[src/rtl/draw_pkg.sv]
// Shared types and constants for the screen drawing sequencer.
// Optional abort support is enabled by defining DRAW_ABORT_EN.
package draw_pkg;

    localparam int unsigned SCREEN_W = 160;
    localparam int unsigned SCREEN_H = 120;
    localparam int unsigned X_W      = 8;
    localparam int unsigned Y_W      = 7;
    localparam int unsigned SEL_W    = 7;
    localparam int unsigned ADDR_W   = 15;

    typedef enum logic [2:0] {
        IDLE,
        LOAD,
        SWEEP,
        DRAIN,
        DONE
    } drawState_t;

    // Image indices (ROM images 0..72)
    localparam logic [SEL_W-1:0] TITLE1  = 7'd0;
    localparam logic [SEL_W-1:0] DOGDOG3 = 7'd72;

    // Row presets for the start row
    localparam logic [Y_W-1:0] Y_TOP    = 7'd0;
    localparam logic [Y_W-1:0] Y_BATTLE = 7'd30;

    // One pixel travelling through the ROM-latency delay line
    typedef struct packed {
        logic           valid;
        logic [X_W-1:0] x;
        logic [Y_W-1:0] y;
    } pix_t;

    // y*160 + x as shift-add: 160 = 128 + 32, no multiplier needed
    function automatic logic [ADDR_W-1:0] pixAddr(input logic [X_W-1:0] px,
                                                  input logic [Y_W-1:0] py);
        logic [ADDR_W-1:0] yWide;
        logic [ADDR_W-1:0] xWide;
        yWide = ADDR_W'(py);
        xWide = ADDR_W'(px);
        return (yWide << 7) + (yWide << 5) + xWide;
    endfunction

endpackage

[src/rtl/draw_delay_line.sv]
// Shift register carrying {valid, x, y} so plot/x/y line up with the image
// ROM read data. Depth equals the ROM read latency.
module draw_delay_line
    import draw_pkg::*;
#(
    parameter int unsigned DEPTH = 1
) (
    input  logic clk,
    input  logic reset,
    input  pix_t pixIn,
    output pix_t pixOut
);

    pix_t stage [DEPTH];

    // Shift one stage per cycle; reset flushes every in-flight pixel
    always_ff @(posedge clk) begin
        if (reset) begin
            for (int i = 0; i < DEPTH; i++) begin
                stage[i] <= '0;
            end
        end else begin
            stage[0] <= pixIn;
            for (int i = 1; i < DEPTH; i++) begin
                stage[i] <= stage[i-1];
            end
        end
    end

    assign pixOut = stage[DEPTH-1];

endmodule

[src/rtl/screen_draw_ctrl.sv]
// Pixel-drawing sequencer: accepts one draw request, sweeps the screen in
// raster order from the requested row, issues image ROM addresses and plots
// aligned to the ROM read latency, then pulses done.
// Define DRAW_ABORT_EN to add the draw_abort input.
module screen_draw_ctrl
    import draw_pkg::*;
#(
    parameter int unsigned ROM_LAT = 1
) (
    input  logic              clk,
    input  logic              reset,
    input  logic              draw_req,
    input  logic [SEL_W-1:0]  draw_sel,
    input  logic [Y_W-1:0]    draw_y0,
    input  logic              draw_clear,
`ifdef DRAW_ABORT_EN
    input  logic              draw_abort,
`endif
    output logic              draw_ack,
    output logic              busy,
    output logic              done,
    output logic [ADDR_W-1:0] rom_addr,
    output logic [SEL_W-1:0]  memorySel,
    output logic              black,
    output logic [X_W-1:0]    x,
    output logic [Y_W-1:0]    y,
    output logic              plot
);

    drawState_t     state;
    logic [X_W-1:0] cx;
    logic [Y_W-1:0] cy;
    logic [Y_W-1:0] y0Lat;
    logic [1:0]     drainCnt;
    pix_t           issPix;
    pix_t           plotPix;

    // Sequencer FSM with registered handshake outputs and address issue stage
    always_ff @(posedge clk) begin
        if (reset) begin
            state     <= IDLE;
            draw_ack  <= 1'b0;
            busy      <= 1'b0;
            done      <= 1'b0;
            memorySel <= '0;
            black     <= 1'b0;
            y0Lat     <= '0;
            cx        <= '0;
            cy        <= '0;
            drainCnt  <= '0;
            rom_addr  <= '0;
            issPix    <= '0;
        end else begin
            draw_ack     <= 1'b0;
            busy         <= (state != IDLE);
            done         <= (state == DONE);
            issPix.valid <= 1'b0;
            unique case (state)
                IDLE: begin
                    if (draw_req) begin
                        draw_ack  <= 1'b1;
                        memorySel <= draw_sel;
                        black     <= draw_clear;
                        y0Lat     <= draw_y0;
                        state     <= LOAD;
                    end
                end
                LOAD: begin
                    cx <= '0;
                    cy <= y0Lat;
                    // A start row below the screen draws nothing
                    if (y0Lat >= Y_W'(SCREEN_H)) begin
                        state <= DONE;
                    end else begin
                        state <= SWEEP;
                    end
                end
                SWEEP: begin
`ifdef DRAW_ABORT_EN
                    if (draw_abort) begin
                        state    <= DRAIN;
                        drainCnt <= 2'(ROM_LAT - 1);
                    end else begin
`else
                    begin
`endif
                        rom_addr <= pixAddr(cx, cy);
                        issPix   <= '{valid: 1'b1, x: cx, y: cy};
                        if (cx == X_W'(SCREEN_W - 1)) begin
                            cx <= '0;
                            // Counters stop at the last pixel; never wrap past the screen
                            if (cy == Y_W'(SCREEN_H - 1)) begin
                                state    <= DRAIN;
                                drainCnt <= 2'(ROM_LAT - 1);
                            end else begin
                                cy <= cy + 1'b1;
                            end
                        end else begin
                            cx <= cx + 1'b1;
                        end
                    end
                end
                DRAIN: begin
                    if (drainCnt == 2'd0) begin
                        state <= DONE;
                    end else begin
                        drainCnt <= drainCnt - 2'd1;
                    end
                end
                DONE: begin
                    state <= IDLE;
                end
                default: begin
                    state <= IDLE;
                end
            endcase
        end
    end

    draw_delay_line #(
        .DEPTH (ROM_LAT)
    ) u_delay (
        .clk    (clk),
        .reset  (reset),
        .pixIn  (issPix),
        .pixOut (plotPix)
    );

    assign plot = plotPix.valid;
    assign x    = plotPix.x;
    assign y    = plotPix.y;

endmodule

[config.mk]
export PLATFORM = sky130hd
export DESIGN_NAME = screen_draw_ctrl
export DESIGN_NICKNAME = d
export VERILOG_FILES = /design/src/rtl/draw_pkg.sv /design/src/rtl/draw_delay_line.sv /design/src/rtl/screen_draw_ctrl.sv
export SDC_FILE = /design/constraint.sdc
export NUM_CORES = 1
export LEC_CHECK = 0
export ABC_AREA = 1
export BUFFER_PORTS_ARGS = -buffer_cell sky130_fd_sc_hd__buf_2
export CAP_MARGIN = 20
export CORE_UTILIZATION = 56
export CTS_CLUSTER_DIAMETER = 40
export DETAILED_ROUTE_END_ITERATION = 10
export PLACE_DENSITY = 0.79
export SLEW_MARGIN = 25
export SYNTH_ARGS = -nofsm -noshare
export SYNTH_HDL_FRONTEND = slang
export SYNTH_SLANG_ARGS = --single-unit
[constraint.sdc]
create_clock -name clk -period 2.9 [get_ports clk]
set_input_delay 0.58 -clock clk [delete_from_list [all_inputs] [get_ports clk]]
set_output_delay 0.58 -clock clk [all_outputs]
set_load 0.03 [all_outputs]
[After elaboration in Yosys (flattened, before gate mapping)]
Memory sizes are Yosys's and may differ from the RTL's.
Cells that the tools add are included.
Cells by class
  add/sub/neg operators: 5
  multiply operators: 0
  div/mod/pow operators: 0
  order comparisons: 1
  equal/unequal tests: 12
  shift-type cells: 0
  mux-type cells: 22
  bitwise operators: 1
  reductions and logical operators: 11
Operator list (number)
  16-bit two-way mux: 2
  8-bit case mux with 2 select lines: 1
  16-bit OR reduction: 1
  14-bit by 12-bit adder with 15-bit output: 1
  15-bit by 8-bit adder with 15-bit output: 1
  3-bit two-way mux: 5
  7-bit two-way mux: 2
  7-bit case mux with 2 select lines: 1
  2-bit inequality test (second input constant): 6
  3-bit case mux with 4 select lines: 1
  8-bit by 1-bit adder with 8-bit output (second input constant): 1
  8-bit == test (second input constant): 1
  8-bit two-way mux: 1
  4-bit AND reduction: 2
  7-bit by 1-bit adder with 7-bit output (second input constant): 1
  7-bit == test (second input constant): 1
  7-bit >= comparator (second input constant): 1
  3-bit by 2-bit == test with 1-bit output (second input constant): 2
  2-bit two-way mux: 3
  1-bit two-way mux: 5
  2-bit case mux with 2 select lines: 1
  2-bit nonzero test: 2
  3-bit by 1-bit == test with 1-bit output (second input constant): 1
  3-bit == test (second input constant): 1
  8 further kinds: 8
Storage, ports and cells
  bits in registers: 69
  latch bits: 0
  bits in writable memories: 16
  ROM bits: 0
  input bits: 18
  logic and storage cells: 67
  memories: 1
Memory list
  u_delay.stage: depth 1, width 16, read ports 1, clocked after memory_dff 0, wr ports 1, RTL line draw_delay_line.sv:14  | pix_t stage [DEPTH];

[Depth between registers and ports, before layout]
Gate-level depths: netlist of the first run.
  word-level depth: 4
  depth in mapped cells: 12

[Modules after synthesis]
Synthesis of the first run repeated with hierarchy kept, for this count alone.
Second synthesis, totals
  cell total of the unflattened synthesis: 509
  area, all modules: 3744.8 sq um
By module, submodules not included
  screen_draw_ctrl: instances 1, cells each 459, area an instance 3270.6 sq um, sequential area each 1281.2 sq um
  draw_delay_line: instances 1, cells each 50, area an instance 474.2 sq um, sequential area each 320.3 sq um

[Worst setup path before layout of the first run]
Ideal clock, no wire load.
  path kind: register to register
  start point: register cy[0]
  end point: register rom_addr[12]
  setup time: 0.109 ns
  data arrival time: 1.897 ns
  required time: 2.791 ns
  setup slack: 0.895 ns
  stages on the path, launching flop included: 13
  path buffers: 0
  period minus slack after synthesis: 2.005 ns
  cell sequence: dfxtp_1 -> inv_1 -> fa_1 -> inv_1 -> fa_1 -> nand2_1 -> nand2_1 -> nand3_1 -> nand2_1 -> nand2_1 -> nand3_1 -> nand2_1 -> inv_1
On the way
  longest elaborated chain between the ends: 2
Ends and longest elaborated chain
  start, declared: RTL line screen_draw_ctrl.sv:32  | logic [Y_W-1:0] cy;
  start signal, assigned: RTL line screen_draw_ctrl.sv:70  | cy <= y0Lat;
  start signal, assigned: RTL line screen_draw_ctrl.sv:96  | cy <= cy + 1'b1;
  14-bit by 12-bit adder with 15-bit output: RTL line draw_pkg.sv:42  | return (yWide << 7) + (yWide << 5) + xWide;
  15-bit by 8-bit adder with 15-bit output: RTL line draw_pkg.sv:42
  end signal, assigned: RTL line screen_draw_ctrl.sv:87  | rom_addr <= pixAddr(cx, cy);
  end, declared: RTL line screen_draw_ctrl.sv:22  | output logic [ADDR_W-1:0] rom_addr,
No other way between the ends.
A chain may end at the register's enable or synchronous reset.

[Worst setup path after layout of the first run]
  start point: register cy[2]
  end point: register rom_addr[12]
Same word-level chain as after synthesis.

==> results of run 1 <==
[worst paths after layout]
check,cells after the start,start,to,slack [ps]
setup reg to reg,12,cy[2],rom_addr[12],650
setup / recovery,12,cy[2],rom_addr[12],650
hold / removal,2,issPix[15],u_delay.stage[0][15],410
hold reg to reg,2,issPix[15],u_delay.stage[0][15],410
[worst min-delay path: cells and delay by family, from the launching register on]
kind | cells | cell delay [ps]
flops | 1 | 300
buf+inv | 1 | 40
simple gates | 1 | 30
[per-layer routing]
layer / share of wire [%] / wire [um] / GRT usage (%)
met1: 45 / 3410 / 28.0
met2: 49 / 3700 / 39.1
met3: 4.8 / 364 / 4.77
met4: 1.4 / 109 / 9.09
met5: 0 / 0 / 0
[sequential cells by signal (all words and copies together) (netlist names), 3 cells and up]
register and flops:
y0Lat 7, cx 8, rom_addr 15, issPix 11, memorySel 7, cy 7
u_delay.stage 16, state 3
[power by group through the flow]
stage               combinational, W  sequential, W  clock (W)
finish                       0.00199        0.00168   0.000969
floorplan                    0.00134        0.00193          0
global placement             0.00191        0.00168          0
CTS                          0.00199        0.00168   0.000976
global route                 0.00222        0.00172    0.00102
detailed placement           0.00196        0.00170          0
[cell type report]
class | instances | area [um^2] | area share, %
well taps | 77 | 96.3 | 2.30
multi-input cells | 302 | 1570 | 37.5
repair buffers | 63 | 325 | 7.78
flip-flops and latches | 80 | 1600 | 38.3
clock inverters | 6 | 108 | 2.57
inverters | 94 | 355 | 8.50
clock buffers | 10 | 128 | 3.05
[cell families after synthesis]
family	after synthesis	share of synthesized area [%]
xor gates and xnor gates	3	0.716
and+or+nand+nor	200	23.8
DFF	80	43.6
AOI/OAI and AO/OA	81	11.7
adders and majority gates	18	6.54
buffers and inverters	116	13.6
[cells in the final DEF (no fill, tap or decap), drive strengths merged, types with 3 or more instances in the layout]
master / Yosys / final
a21oi: 27 / 27
buf: 18 / 63
clkbuf: 4 / 10
bufinv: 0 / 3
clkinv: 1 / 3
nand4: 6 / 6
nand3: 30 / 30
dfxtp: 80 / 80
inv: 93 / 93
ha: 16 / 16
o21ai: 37 / 37
nor2: 61 / 61
nand2: 97 / 97
o22ai: 14 / 14
nor3: 4 / 4
[per-stage QoR]
step / cells / total power [W] / instance area (um^2) / util [%]
after CTS: 632 / 0.00464 / 4180 / 65.9
after global placement: 616 / 0.00359 / 3950 / 62.2
final: 632 / 0.00464 / 4180 / 65.9
after global routing: 632 / 0.00496 / 4180 / 65.9
after floorplan: 498 / 0.00327 / 3670 / -
after detailed placement: 616 / 0.00366 / 3950 / 62.2
==> metrics.cfg, run 1 <==
[placed_design]
io_buffers=59
place_congestion=0.828
dp_hpwl_um=5180
post-place-ws_ps=696

[synthesis]
synth_area_leaders=dfxtp_1 44%, inv_1 9.4%, nand2_1 9.3%, nor2_1 5.9%, ha_1 5.5%
yosys.area.top_type=dfxtp_1
syn-cell-area_um2=3670
ys_ff_latch=80
synth.distinct_cells=33
syn-num-nets=534
synth.avg_cell_area_um2=7.37
synth_top_area_share_pct=43.6
synth-async-reset-ratio_pct=0
synth.yosys.seq_area_share_pct=43.6
yosysMostFrequentCell=inv_1
netlist_instances=498
synth_common_cells=92 x inv_1, 91 x nand2_1, 80 x dfxtp_1, 58 x nor2_1, 37 x o21ai_0
yosysWarnings=0
synthFlopType=dfxtp_1
synth_edf_count=0

[clock_tree]
cts_root_buf=clkbuf_8
cts_num_sinks=80
postCtsHoldBufs=0
cts_buffers=9
clkTransAtPathRegs_ps=80
post_cts_buffers=0
cts_buffer_depth=2
cts_resized=0
h-tree-depth=3
cts_tree=yes
clock_latency_ps=350

[layout]
fillers=568
area_growth_pct=13.9
drive_gt1_share_pct=16.4
antenna_cells=0
layout.nets=586

[worst_setup_path]
critPathLaunchType=flip-flop
critPathRequiredTime_ps=3150
endpoint_kind=flip-flop
crit_path_max_incr_delay_ps=490
crit_type=reg2reg
critPathBufInv=3
arrival_ps=2500
crit_top_cell=nand2_1
cp_slowest_cell=fa_1
path_cells=inv_1 > fa_1 > inv_1 > fa_1 > nand2_1 > nand2_1 > nand3_1 > nand2_1 > nand2_1 > nand3_1 > nand2_1 > inv_1
cp_top_family=adder cells
crit_fanout=7

[sta]
setup_slack_ps=648
finalHoldViolCount=0
finalClockSkew_ps=12.3
fin_tns_setup_ps=0
clock.fmax_mhz=444
period_share_pct=77.7
tightest_slew_ps=909
hold_ws_ps=409
max_slew_margin_pct=39.3
setup_viol=0
slew_viol_final=0
rsz0062_at_grt=no
period_minus_slack_ps=2250

[floorplanning]
std_cell_rows=29
initial_utilization_pct=57.8
die_w_um=83.0
ioPinCount=60
dieArea_um2=6880
dieHeight_um=83.0
core_um2=6350

[drt]
drc=0
vias=3238
wl_um=7590
ant_nets=0
wl_per_cell_um=12.0
drt-initial-drc-count=197
drt_pass1_iterations=4
viasPerCell=5.12

[power_and_ir_drop]
peakVddDrop_mv=0.629
power_per_cell_area_nw_per_um2=1110
clkPwrFrac_pct=20.9
p_sw_share_pct=43.1
power_frac_seq_pct=36.2
p_int_w=0.00264
leakagePower_nw=2.20
p_sw_w=0.00200
p_comb_share_pct=42.9

[global_routing]
antenna_found_initial=0
grt_pass1_vias=2973
grt_max_degree=32
grt_overflow=0
grt_pass1_wl_um=12800
grt_usage_pct=22.8

[run_status]
status=completed

[flow_run]
maxCapViolCount=0

[hold_path]
hold_path_class=reg2reg

(Power assumes the default switching activity.)
==> run 2: changes to the inputs <==
--- a/config.mk
+++ b/config.mk
@@ -8,10 +8,10 @@
 export ABC_AREA = 1
 export BUFFER_PORTS_ARGS = -buffer_cell sky130_fd_sc_hd__buf_2
 export CAP_MARGIN = 20
-export CORE_UTILIZATION = 56
+export CORE_UTILIZATION = 51
 export CTS_CLUSTER_DIAMETER = 40
 export DETAILED_ROUTE_END_ITERATION = 10
-export PLACE_DENSITY = 0.79
+export PLACE_DENSITY = 0.76
 export SLEW_MARGIN = 25
 export SYNTH_ARGS = -nofsm -noshare
 export SYNTH_HDL_FRONTEND = slang
==> constraint.sdc (replaced) <==
create_clock -name clk -period 1.81 [get_ports clk]
set_input_delay 0.362 -clock clk [delete_from_list [all_inputs] [get_ports clk]]
set_output_delay 0.362 -clock clk [all_outputs]
set_load 0.03 [all_outputs]
==> run 2 against run 1 <==
Against the previous run: the flow now finishes with violations (setup timing); critical endpoint is now rom_addr[13]; clock-buffer cell count down 1; via count up 4.4%; critical path type unchanged; worst setup slack worse by 800 ps.
==> metrics.cfg, run 2 (synthesized netlist as in run 1, its figures left out) <==
[run_status]
status=finished, violations left
violations=setup timing

[power_and_ir_drop]
finalPower_w=0.00767
power_per_cell_area_nw_per_um2=1730
peakVddDrop_mv=0.893
leakagePower_nw=2.31

[layout]
final_common_cell=inv_1
area_growth_pct=21.2
fillers=631
multi_input_area_um2=1660
largest_reg_flops=16
drive_gt1_share_pct=24.4
antenna_cells=0
reg_top3=u_delay.stage x16, rom_addr x15, issPix x11
layout.nets=613
seq_area_um2=1610
layout_common_cells=89 x inv_1, 85 x nand2_1, 75 x dfxtp_1
stdcell_count=678
top_register=u_delay.stage

[sta]
fin_tns_setup_ps=-747
tightest_slew_ps=292
clock.fmax_mhz=510
slew_viol_final=0
setup_viol=7
finalHoldViolCount=0
finalClockSkew_ps=6.51
rsz0062_at_grt=yes
period_share_pct=108
period_minus_slack_ps=1960
setup_slack_ps=-151
max_slew_margin_pct=80.5

[placed_design]
post-place-ws_ps=-99.9
io_buffers=59
place_congestion=0.860
dp_hpwl_um=5630
dp_cells=659

[clock_tree]
cts_root_buf=clkbuf_8
clkTransAtPathRegs_ps=90
postCtsHoldBufs=0
cts_num_sinks=80
h-tree-depth=3
cts_buffer_depth=2
clock_latency_ps=350
cts_buffers=9
cts_tree=yes

[global_routing]
grt_pass1_wl_um=13400
grt_pass1_vias=3096
grt_max_degree=32
grt_overflow=0
antenna_found_initial=0
grt_usage_pct=22.6

[hold_path]
hold_path_class=in2reg
min_path_cells=3
hp-start=draw_y0[4]
holdPathEnd=y0Lat[4]

[worst_setup_path]
endpoint_kind=flip-flop
crit_type=reg2reg
arrival_ps=2230
critPathRequiredTime_ps=2070
r2r-end=rom_addr[13]
crit_fanout=3
r2r_start=cx[7]
critPathLaunchType=flip-flop
rr_worst_depth=13
r2r_slack_ps=-150

[drt]
viasPerCell=4.99
vias=3380
drt_pass1_iterations=5
ant_nets=0
wl_um=8300
drt-initial-drc-count=224
wl_per_cell_um=12.2
drc=0

[floorplanning]
core_um2=6870
initial_utilization_pct=53.4
ioPinCount=60
dieHeight_um=86.8
dieArea_um2=7540
std_cell_rows=30
die_w_um=86.8

[flow_run]
maxCapViolCount=0

## run 2: cell types whose count changed in the layout (fill, tap and decap cells not counted), moves of 4 or more
cell | previous run | this run
buf_4 | 4 | 31
nand2_1 | 91 | 85
dfxtp_1 | 80 | 75
dfxtp_2 | 0 | 5
nand2_2 | 3 | 7
## run 2: through the flow
step	utilization, %	area, um^2	hold WS [ps]
2_1_floorplan	-	3680	388
3_3_place_gp	60.5	4160	392
3_5_place_dp	60.5	4160	402
4_1_cts	63.4	4350	275
5_1_grt	64.8	4450	289
6_report	64.8	4450	280
## run 2: report_power, final
part / switching, W / leakage (nW) / internal, W / total [W]
registers: 0.000278 / 0.657 / 0.00233 / 0.00261
clock network: 0.000699 / 0.0785 / 0.000509 / 0.00121
logic: 0.00250 / 1.57 / 0.00135 / 0.00385
## run 2: critical path, cell delays in order (launching register included)
cell and delay (ps):
dfxtp_2 340, inv_2 40, fa_1 540, inv_2 50, buf_4 140, ha_4 170, a21oi_4 170, nand2_4 90
nand2_2 70, nand2_1 40, nand2_1 60, nand3_1 70, nand2_1 60, inv_1 30
## run 2: repair_timing
action | in CTS | in global routing
setup endpoints to repair | 7 | 14
pin swaps | 1 | 7
setup buffers | 0 | 3
gates resized for setup | 6 | 17
## run 2: worst max path at each step
stage / depth (start not counted) / start / endpoint / slack, ps
2_1_floorplan: 12 / cx[7] / rom_addr[12] / -30
3_3_place_gp: 12 / cx[7] / rom_addr[12] / -50
3_5_place_dp: 12 / cx[7] / rom_addr[12] / -100
4_1_cts: 12 / cx[7] / rom_addr[12] / -70
5_1_grt: 13 / cx[7] / rom_addr[13] / -230
6_report: 13 / cx[7] / rom_addr[13] / -150
## run 2: metal layers
metal,GRT usage [%],wire length [um],up-vias
met5,0,0,-
met4,9.85,230,0
met3,3.81,403,22
met2,38.4,3930,119
met1,28.1,3730,1518
li1,-,-,1721
## run 2: layout make-up
class                           count  share of cell area (%)
Multi-Input combinational cell    302                    37.2
Inverter                           94                    7.99
Clock buffer                        9                    2.78
Tap cell                           96                    2.70
Timing Repair Buffer               90                    11.9
Clock inverter                      7                    1.27
Sequential cell                    80                    36.1
==> run 3: changes to the inputs <==
--- a/config.mk
+++ b/config.mk
@@ -8,10 +8,9 @@
 export ABC_AREA = 1
 export BUFFER_PORTS_ARGS = -buffer_cell sky130_fd_sc_hd__buf_2
 export CAP_MARGIN = 20
-export CORE_UTILIZATION = 51
+export CORE_UTILIZATION = 40
 export CTS_CLUSTER_DIAMETER = 40
 export DETAILED_ROUTE_END_ITERATION = 10
-export PLACE_DENSITY = 0.76
 export SLEW_MARGIN = 25
 export SYNTH_ARGS = -nofsm -noshare
 export SYNTH_HDL_FRONTEND = slang
==> constraint.sdc (replaced) <==
create_clock -name clk -period 2.48 [get_ports clk]
set_input_delay 0.496 -clock clk [delete_from_list [all_inputs] [get_ports clk]]
set_output_delay 0.496 -clock clk [all_outputs]
set_load 0.03 [all_outputs]
==> run 3 against run 2 <==
Against the previous run: the run ends with DRC left; core utilization is 17 points lower; worst setup slack better by 450 ps; sequential share of layout area rose by 2.0 points; die area grew 27%; fmax fell by 10%; sequential cell count unchanged; total power down 31%; clock-buffer cell count is the same; highest routed layer unchanged.
==> metrics.cfg, run 3 (synthesized netlist as in run 1, its figures left out) <==
[power_and_ir_drop]
power_per_cell_area_nw_per_um2=1250
leakagePower_nw=2.20
peakVddDrop_mv=0.669

[layout]
top_register=u_delay.stage
area_growth_pct=14.5
final_design_area_no_fill_um2=4200
final_util_pct=47.7
largest_reg_flops=16
final_common_cell=inv_1
layout.nets=588
reg_top3=u_delay.stage x16, rom_addr x15, issPix x11
drive_gt1_share_pct=16.9
seq_area_um2=1600
layout_common_cells=92 x inv_1, 91 x nand2_1, 80 x dfxtp_1
fillers=908
antenna_cells=0
stdcell_count=665
multi_input_area_um2=1570

[global_routing]
grt_pass1_vias=2860
grt_pass1_wl_um=12800
grt_usage_pct=16.6
grt_max_degree=25
grt_overflow=0
antenna_found_initial=0

[worst_setup_path]
crit_top_cell=nand2_1
path_cells=inv_1 > fa_1 > inv_1 > fa_1 > nand2_1 > nand2_1 > nand3_1 > nand2_1 > nand2_1 > nand3_1 > nand2_1 > inv_1
cp_slowest_cell=fa_1
critPathLaunchType=flip-flop
crit_fanout=7
arrival_ps=2460
cp_top_family=adder cells
crit_type=reg2reg
critPathRequiredTime_ps=2750
crit_path_max_incr_delay_ps=490
endpoint_kind=flip-flop
critPathBufInv=3

[sta]
period_minus_slack_ps=2180
period_share_pct=88.1
setup_slack_ps=296
clock.fmax_mhz=458
fin_tns_setup_ps=0
tightest_slew_ps=456
finalClockSkew_ps=12.3
max_slew_margin_pct=69.5
finalHoldViolCount=0
setup_viol=0
slew_viol_final=0
rsz0062_at_grt=no

[clock_tree]
cts_root_buf=clkbuf_8
cts_tree=yes
post_cts_buffers=0
cts_resized=0
h-tree-depth=3
cts_buffers=9
cts_buffer_depth=2
clock_latency_ps=360
postCtsHoldBufs=0
cts_num_sinks=80
clkTransAtPathRegs_ps=90

[floorplanning]
ioPinCount=60
die_w_um=97.8
dieHeight_um=97.8
initial_utilization_pct=41.7
core_um2=8810
dieArea_um2=9560
std_cell_rows=34

[hold_path]
hold_path_class=in2reg

[placed_design]
place_congestion=0.880
dp_hpwl_um=5300
placed_cell_area_um2=4000
post-place-ws_ps=303
io_buffers=59
dp_cells=649

[drt]
wl_um=7520
drc=11
vias=3131
viasPerCell=4.71
wl_per_cell_um=11.3
drt_pass1_iterations=9
drt-initial-drc-count=102
ant_nets=0

[flow_run]
maxCapViolCount=0

[run_status]
violations=DRC
status=finished, violations left

run 3: changes by cell type in the layout (fill, tap and decap cells not counted), sizes merged:
cell      change
clkinv        +2
clkinvlp      -3
bufinv        +1
buf          -25
run 3: path summary, 6_finish.rpt:
path	startpoint	to	slack (ps)	cells past startpoint
max	cy[2]	rom_addr[12]	300	12
min	draw_sel[3]	memorySel[3]	410	3
max reg2reg	cy[2]	rom_addr[12]	300	12
min reg2reg	issPix[5]	u_delay.stage[0][5]	420	2
run 3: final cells by class:
type / instances / share of cell area (%)
Clock buffer: 9 / 2.95
Timing Repair Buffer: 65 / 8.10
Sequential cell: 80 / 38.1
Tap cell: 108 / 3.22
Clock inverter: 7 / 1.85
Multi-Input combinational cell: 302 / 37.3
Inverter: 94 / 8.45
run 3: routing by layer:
layer  up-vias  part of all wire [%]  global-route usage, %
met5         -                     0                      0
met4         0                   1.2                   6.06
met3         7                   4.9                   3.87
met2        80                    44                   27.0
met1      1377                    49                   21.6
li1       1667                     -                      -
run 3: where the power goes:
part	internal, W	total (W)	switching, W	leakage, nW
sequential	0.00170	0.00196	0.000266	0.655
clock	0.000474	0.000987	0.000514	0.100
combinational	0.000737	0.00231	0.00157	1.44
total	0.00291	0.00526	0.00235	2.20
run 3: metrics by stage:
stage / hold slack [ps] / power (W)
6_report: 410 / 0.00526
4_1_cts: 409 / 0.00531
3_5_place_dp: 410 / 0.00430
5_1_grt: 433 / 0.00571
2_1_floorplan: 388 / 0.00383
3_3_place_gp: 398 / 0.00427
run 3: worst reg2reg max path: cells and delay by family, from the launching register on:
kind | cells | cell delay [ps]
fa+ha+maj | 2 | 940
buf+inv | 3 | 210
flops | 1 | 460
simple gates | 7 | 490
